<file path="config.mk">
export PLATFORM = sky130hd
export DESIGN_NAME = fir_output_decimator
export DESIGN_NICKNAME = d
export VERILOG_FILES = /design/src/rtl/fir_output_decimator_pkg.sv /design/src/rtl/fir_output_decimator_sample_fifo.sv /design/src/rtl/fir_output_decimator.sv
export SDC_FILE = /design/constraint.sdc
export NUM_CORES = 1
export LEC_CHECK = 0
export CORE_ASPECT_RATIO = 0.6
export CORE_UTILIZATION = 57
export DETAILED_ROUTE_END_ITERATION = 10
export DONT_BUFFER_PORTS = 1
export HOLD_SLACK_MARGIN = 0.1
export PLACE_DENSITY = 0.78
export SYNTH_ARGS = -nofsm -noshare
export SYNTH_HDL_FRONTEND = slang
export SYNTH_SLANG_ARGS = --single-unit
</file>
<file path="constraint.sdc">
create_clock -name CLK -period 2.2 [get_ports CLK]
set_input_delay 0.44 -clock CLK [delete_from_list [all_inputs] [get_ports CLK]]
set_output_delay 0.44 -clock CLK [all_outputs]
set_load 0.02 [all_outputs]
</file>
<file path="src/rtl/fir_output_decimator_pkg.sv">
// fir_pkg: shared FIR widths, DC gain and saturation limits for the output path.
package fir_pkg;
    localparam int N2_DEF = 16;
    localparam int N3_DEF = 32;
    localparam int FIR_DC_GAIN = 128;
    localparam int SHIFT_DEF = $clog2(FIR_DC_GAIN);

    function automatic longint sat_max(input int n2);
        return (longint'(1) <<< (n2 - 1)) - 1;
    endfunction

    function automatic longint sat_min(input int n2);
        return -(longint'(1) <<< (n2 - 1));
    endfunction
endpackage

</file>
<file path="src/rtl/fir_output_decimator_sample_fifo.sv">
// sample_fifo: show-ahead FIFO; a push into a full FIFO is accepted only alongside a pop.
module sample_fifo #(
    parameter int WIDTH = 16,
    parameter int DEPTH = 4,
    localparam int AW = $clog2(DEPTH)
) (
    input  logic             CLK,
    input  logic             RST,
    input  logic             push,
    input  logic             pop,
    input  logic [WIDTH-1:0] din,
    output logic [WIDTH-1:0] dout,
    output logic             empty,
    output logic             full,
    output logic [AW:0]      level
);
    logic [WIDTH-1:0] mem [DEPTH];
    logic [AW-1:0] wptr, rptr;
    logic do_push, do_pop;

    assign empty = level == '0;
    assign full = level == (AW+1)'(DEPTH);
    assign do_pop = pop && !empty;
    assign do_push = push && (!full || do_pop);
    assign dout = empty ? '0 : mem[rptr];

    always_ff @(posedge CLK) begin
        if (do_push) mem[wptr] <= din;
    end

    always_ff @(posedge CLK) begin
        if (RST) begin
            wptr <= '0;
            rptr <= '0;
            level <= '0;
        end else begin
            if (do_push) wptr <= wptr + 1'b1;
            if (do_pop) rptr <= rptr + 1'b1;
            if (do_push != do_pop) level <= do_push ? level + 1'b1 : level - 1'b1;
        end
    end
endmodule

</file>
<file path="src/rtl/fir_output_decimator.sv">
// fir_output_decimator: round, scale and saturate FIR accumulator output, decimate,
// and buffer kept samples for a valid/ready consumer.
module fir_output_decimator
    import fir_pkg::*;
#(
    parameter int N2 = N2_DEF,
    parameter int N3 = N3_DEF,
    parameter int SHIFT = SHIFT_DEF,
    parameter int DECIM = 4,
    parameter int DEPTH = 4
) (
    input  logic                     CLK,
    input  logic                     RST,
    input  logic [N3-1:0]            in_data,
    input  logic                     in_valid,
    output logic [N2-1:0]            out_data,
    output logic                     out_valid,
    input  logic                     out_ready,
    output logic [$clog2(DEPTH):0]   level,
    output logic                     overflow,
    output logic                     clipped
);
    localparam int PW = DECIM > 1 ? $clog2(DECIM) : 1;
    localparam logic signed [N3:0] RND = (N3+1)'(longint'(1) <<< (SHIFT - 1));
    localparam logic signed [N3:0] HI = (N3+1)'(sat_max(N2));
    localparam logic signed [N3:0] LO = (N3+1)'(sat_min(N2));

    logic [PW-1:0] phase;
    logic s1_valid;
    logic signed [N3:0] sum, s1_r;
    logic hi, lo, full, empty;
    logic [N2-1:0] sat;

    // One guard bit keeps the rounding add from wrapping near full scale.
    assign sum = $signed({in_data[N3-1], in_data}) + RND;
    assign hi = s1_r > HI;
    assign lo = s1_r < LO;
    assign sat = hi ? HI[N2-1:0] : lo ? LO[N2-1:0] : s1_r[N2-1:0];
    assign out_valid = !empty;

    always_ff @(posedge CLK) begin
        if (RST) begin
            phase <= '0;
            s1_valid <= 1'b0;
            s1_r <= '0;
            overflow <= 1'b0;
            clipped <= 1'b0;
        end else begin
            if (in_valid) phase <= phase == PW'(DECIM - 1) ? '0 : phase + 1'b1;
            s1_valid <= in_valid && phase == '0;
            s1_r <= sum >>> SHIFT;
            if (s1_valid && full && !out_ready) overflow <= 1'b1;
            if (s1_valid && (hi || lo)) clipped <= 1'b1;
        end
    end

    sample_fifo #(.WIDTH(N2), .DEPTH(DEPTH)) u_fifo (
        .CLK(CLK),
        .RST(RST),
        .push(s1_valid),
        .pop(out_ready),
        .din(sat),
        .dout(out_data),
        .empty(empty),
        .full(full),
        .level(level)
    );
endmodule

</file>
* After elaboration in Yosys (flattened, before gate mapping) *
Memory sizes are Yosys's and may differ from the RTL's. A register that Yosys moved wholly into a read port is not among the register bits.
Index checks and enable logic that the tools add are counted.

word-level totals
  bits in registers = 38
  latch bits = 0
  bits in writable memories = 64
  bits in read-only memories = 0
  input bits = 36
  output and inout bits = 22
  word-level logic and storage cells = 42
  memories = 1

cells by class
  add/subtract/negate cells = 6
  $mul = 0
  div/mod/pow operators = 0
  magnitude comparators = 2
  equality and inequality tests = 3
  shift-type cells = 0
  muxes and demuxes = 9
  bitwise operators = 0
  reductions and logical operators = 13

memories
  name        depth  bits a word  rd ports  clocked after memory_dff  write ports  RTL line                                source
  u_fifo.mem  4      16           1         1                         1            fir_output_decimator_sample_fifo.sv:17  logic [WIDTH-1:0] mem [DEPTH];

operators with widths
  operator                 number
  $mux W16                 3
  $add A32 B8 Y33 const B  1
  $gt A26 B16 Y1 const B   1
  $lt A26 B16 Y1 const B   1
  $add A2 B1 Y2 const B    3
  $logic_and A1 B1 Y1      6
  $mux W2                  3
  $add A3 B1 Y3 const B    1
  $eq A3 B3 Y1 const B     1
  $logic_not A1 Y1         3
  $logic_not A3 Y1         1
  $mux W3                  1
  $sub A3 B1 Y3 const B    1
  $eq A2 B2 Y1 const B     1
  $logic_not A2 Y1         1
  $logic_or A1 B1 Y1       2
  $mux W1                  2
  $ne A1 B1 Y1             1

* Longest topological paths before layout *
  word-level depth = 7
  depth in mapped cells = 9
  depth with buffers taken out = 8

* Hierarchy *
From an unflattened synthesis, not the netlist that was laid out.

second synthesis, totals
  cell total of the unflattened synthesis = 344
  area total of the unflattened synthesis = 4545.6 sq um

modules (own cells, without submodules)
  module                times used  cells each  area each (sq um)
  sample_fifo           1           159         2947.8
  fir_output_decimator  1           185         1597.8

* Least setup slack after synthesis *
Ideal clock, no wire load.

  path type = flip-flop to output port
  from = register with a tool-made name
  to = output port out_data[10]
  arrival = 1749 ps
  slack = 11 ps
  stages on the path, launching flop included = 5
  buffers on the path = 2
  path through = dfxtp_1 -> clkbuf_1 -> buf_2 -> mux4_2 -> and2_1

RTL lines
  element           RTL line                    source
  end: declaration  fir_output_decimator.sv:16  output logic [N2-1:0] out_data,

==> flow_metrics.tcl <==
set metrics [dict create \
    status "finished, final reports clean" \
    ys_ff_latch 104 \
    ys_types 42 \
    fmax_mhz 471 \
    period_share_pct 96.4 \
    grt_pass1_vias 2679 \
    ys_seq_area_share_pct 61.2 \
    clockBufferDepth 2 \
    dp.cells 440 \
    cp.depth 3 \
    synthCells 341 \
    finish.utilization_pct 67.0 \
    cpLargestDelayFamily "multiplexers" \
    p_leak_nw 1.67 \
    vias 2689 \
    switching_power_w 0.00116 \
    slew_headroom_pct 42.0 \
    final_common_cell "edfxtp_1" \
    vdd.ir_drop.worst_mv 0.472 \
    netSwitchingFraction_pct 24.4 \
    rsz0062_at_grt "no" \
    finalWirelength_mm 8.57 \
    tns_ns 0 \
    die_x_um 116 \
    reg2regPathDepth 4 \
    synth-main-ff-cell "edfxtp_1" \
    initialDrtViolationCount 111 \
    synth_nets 385 \
    start_util_pct 60.0 \
    ctsHoldBuffers 0 \
    rows 24 \
    cp_max_fo 16 \
    reg2reg_slack_ns 0.28 \
    syn_area_per_cell_um2 13.1 \
    p_seq_share_pct 46.4 \
    area_growth_pct 11.6 \
    clkLatencyLatePin_ns 0.34 \
    p_clk_share_pct 37.2 \
    drc 0 \
    layout-drive-gt1-share_pct 15.1 \
    grt_max_degree 40 \
    critPathLaunchType "flop" \
    layout.cells.non_filler 456 \
    cts_buffers 9 \
    track_usage_pct 23.4 \
    antennaDiodeCount 0 \
    fin_crit_ns 2.12 \
    critPathKind "flop to output port" \
    cts_root_buffer "clkbuf_16" \
    finalSetupViolCount 0 \
    p_int_w 0.00360 \
    crit_required_ns 1.76 \
    antenna_found_initial 0 \
    ys_warn_count 0 \
    cts_sinks 104 \
    crit_chain "buf_12 > mux4_2 > and2_1" \
    post_drt_wl_per_cell_um 18.8 \
    critPathMaxStageDelay_ns 0.53 \
    finalMaxSlewViolations 0 \
    most-common-layout-cells "edfxtp_1 (64), dfxtp_1 (40), nor2_1 (28), and2_1 (21)" \
    grt_overflow 0 \
    htreeDepth 3 \
    max_cap_violations 0 \
    hp-class "input pin to flop" \
    place_congestion 0.812 \
    cp-end-kind "output port" \
    fill_cells 550 \
    core_area_um2 7420 \
    dieArea_um2 8180 \
    viasPerCell 5.90 \
    finClkSkew_ns 0.00858 \
    cp.arrival_ns 1.68 \
    synth_edf_count 64 \
    grt_pass1_wl_mm 13.8 \
    layout.nets 391 \
    dp_hpwl_mm 5.64 \
    power_density_nw_per_um2 958 \
    cts_tree "done" \
    comb_power_share_pct 16.4 \
    io_buffers 0 \
    cpMaxStageDelayCell "mux4_2" \
    path_clk_slew_ns 0.07 \
    synth_area_um2 4450 \
    crit_buf_inv 1 \
    synth-async-reset-ratio_pct 0 \
    hold_viol 0 \
    worst_slew_pin_slew_ns 0.870 \
    postRouteAntennaNets 0 \
    firstDrtPassIters 5 \
    dieHeight_um 70.5 \
    io_pins 58 \
    holdPathStages 1 \
]
-- synth_stat cells (3+ instances only) --
master,number,area share (%)
nand3_1,9,1.0
o31ai_1,7,1.2
a31oi_1,3,0.42
nor2_1,28,2.4
dfxtp_1,40,18
nand2_1,15,1.3
or3_1,4,0.56
ha_1,7,2.0
mux2i_1,3,0.67
or4_1,7,1.2
xor2_1,12,2.4
mux4_2,16,8.1
and2_1,21,3.0
inv_1,7,0.59
o21ai_0,7,0.79
nor3_1,5,0.56
edfxtp_1,64,43
nand4_1,8,1.1
a21oi_1,15,1.7
clkbuf_1,16,1.3
xnor2_1,6,1.2
a21o_1,16,2.7
-- final timing paths --
| path | start | end |
|---|---|---|
| worst max register to register | u_fifo.level[1] | u_fifo.mem[1][14] |
| worst max-delay path | flop | out_data[15] |
| worst min register to register | u_fifo.rptr[0] | flop |
| worst min-delay path | RST | u_fifo.level[2] |
-- kinds of logic after synthesis --
group / after synthesis / synth area share, %
muxes: 19 / 8.77
buffers and inverters: 26 / 2.39
AOI/OAI and AO/OA: 52 / 7.59
DFF: 104 / 61.2
adders and majority gates: 8 / 2.42
and+or+nand+nor: 114 / 14.1
xor gates and xnor gates: 18 / 3.54
-- registers in the layout, summed over array words and instances, names as in the netlist, named ones only --
signal and count:
u_fifo.rptr 2, clipped 1, overflow 1, s1_r 26
s1_valid 1, u_fifo.wptr 2, u_fifo.level 3, u_fifo.mem 64
phase 2
-- power by group through the flow --
stage / sequential [W] / clock, W / combinational [W]
floorplan: 0.00226 / 0 / 0.000584
global placement: 0.00224 / 0 / 0.000745
detailed placement: 0.00225 / 0 / 0.000773
CTS: 0.00221 / 0.00179 / 0.000788
global route: 0.00222 / 0.00187 / 0.000848
finish: 0.00221 / 0.00177 / 0.000779
-- area by class of cell --
type / instances / area [um^2] / share of cell area [%]
inverters: 7 / 26.3 / 0.529
clock buffers: 11 / 233 / 4.68
repair buffers: 14 / 118 / 2.37
multi-input cells: 211 / 1640 / 32.9
clock inverters: 5 / 104 / 2.09
flip-flops and latches: 104 / 2720 / 54.8
well taps: 104 / 130 / 2.62
-- per-stage QoR --
stage | worst slack [ns] | total power [W] | cell area (um^2) | hold slack, ns
6_report | 0.0789 | 0.00476 | 4970 | 0.171
5_1_grt | 0.0207 | 0.00494 | 4970 | 0.151
4_1_cts | 0.0587 | 0.00479 | 4970 | 0.154
3_5_place_dp | 0.221 | 0.00302 | 4630 | 0.516
3_3_place_gp | 0.240 | 0.00299 | 4630 | 0.504
2_1_floorplan | 0.0105 | 0.00284 | 4450 | 0.485
-- per-layer routing --
| layer | routed length, um | global-route usage, % |
|---|---|---|
| met5 | 0 | 0 |
| met4 | 107 | 7.26 |
| met3 | 509 | 7.03 |
| met2 | 3980 | 36.2 |
| met1 | 3970 | 31.7 |
-- timing repair --
action	in CTS	in global routing
resized for setup	1	0
setup buffers	0	0
endpoints found under the setup margin	17	0
No activity file was read; power rests on OpenSTA's default activity.
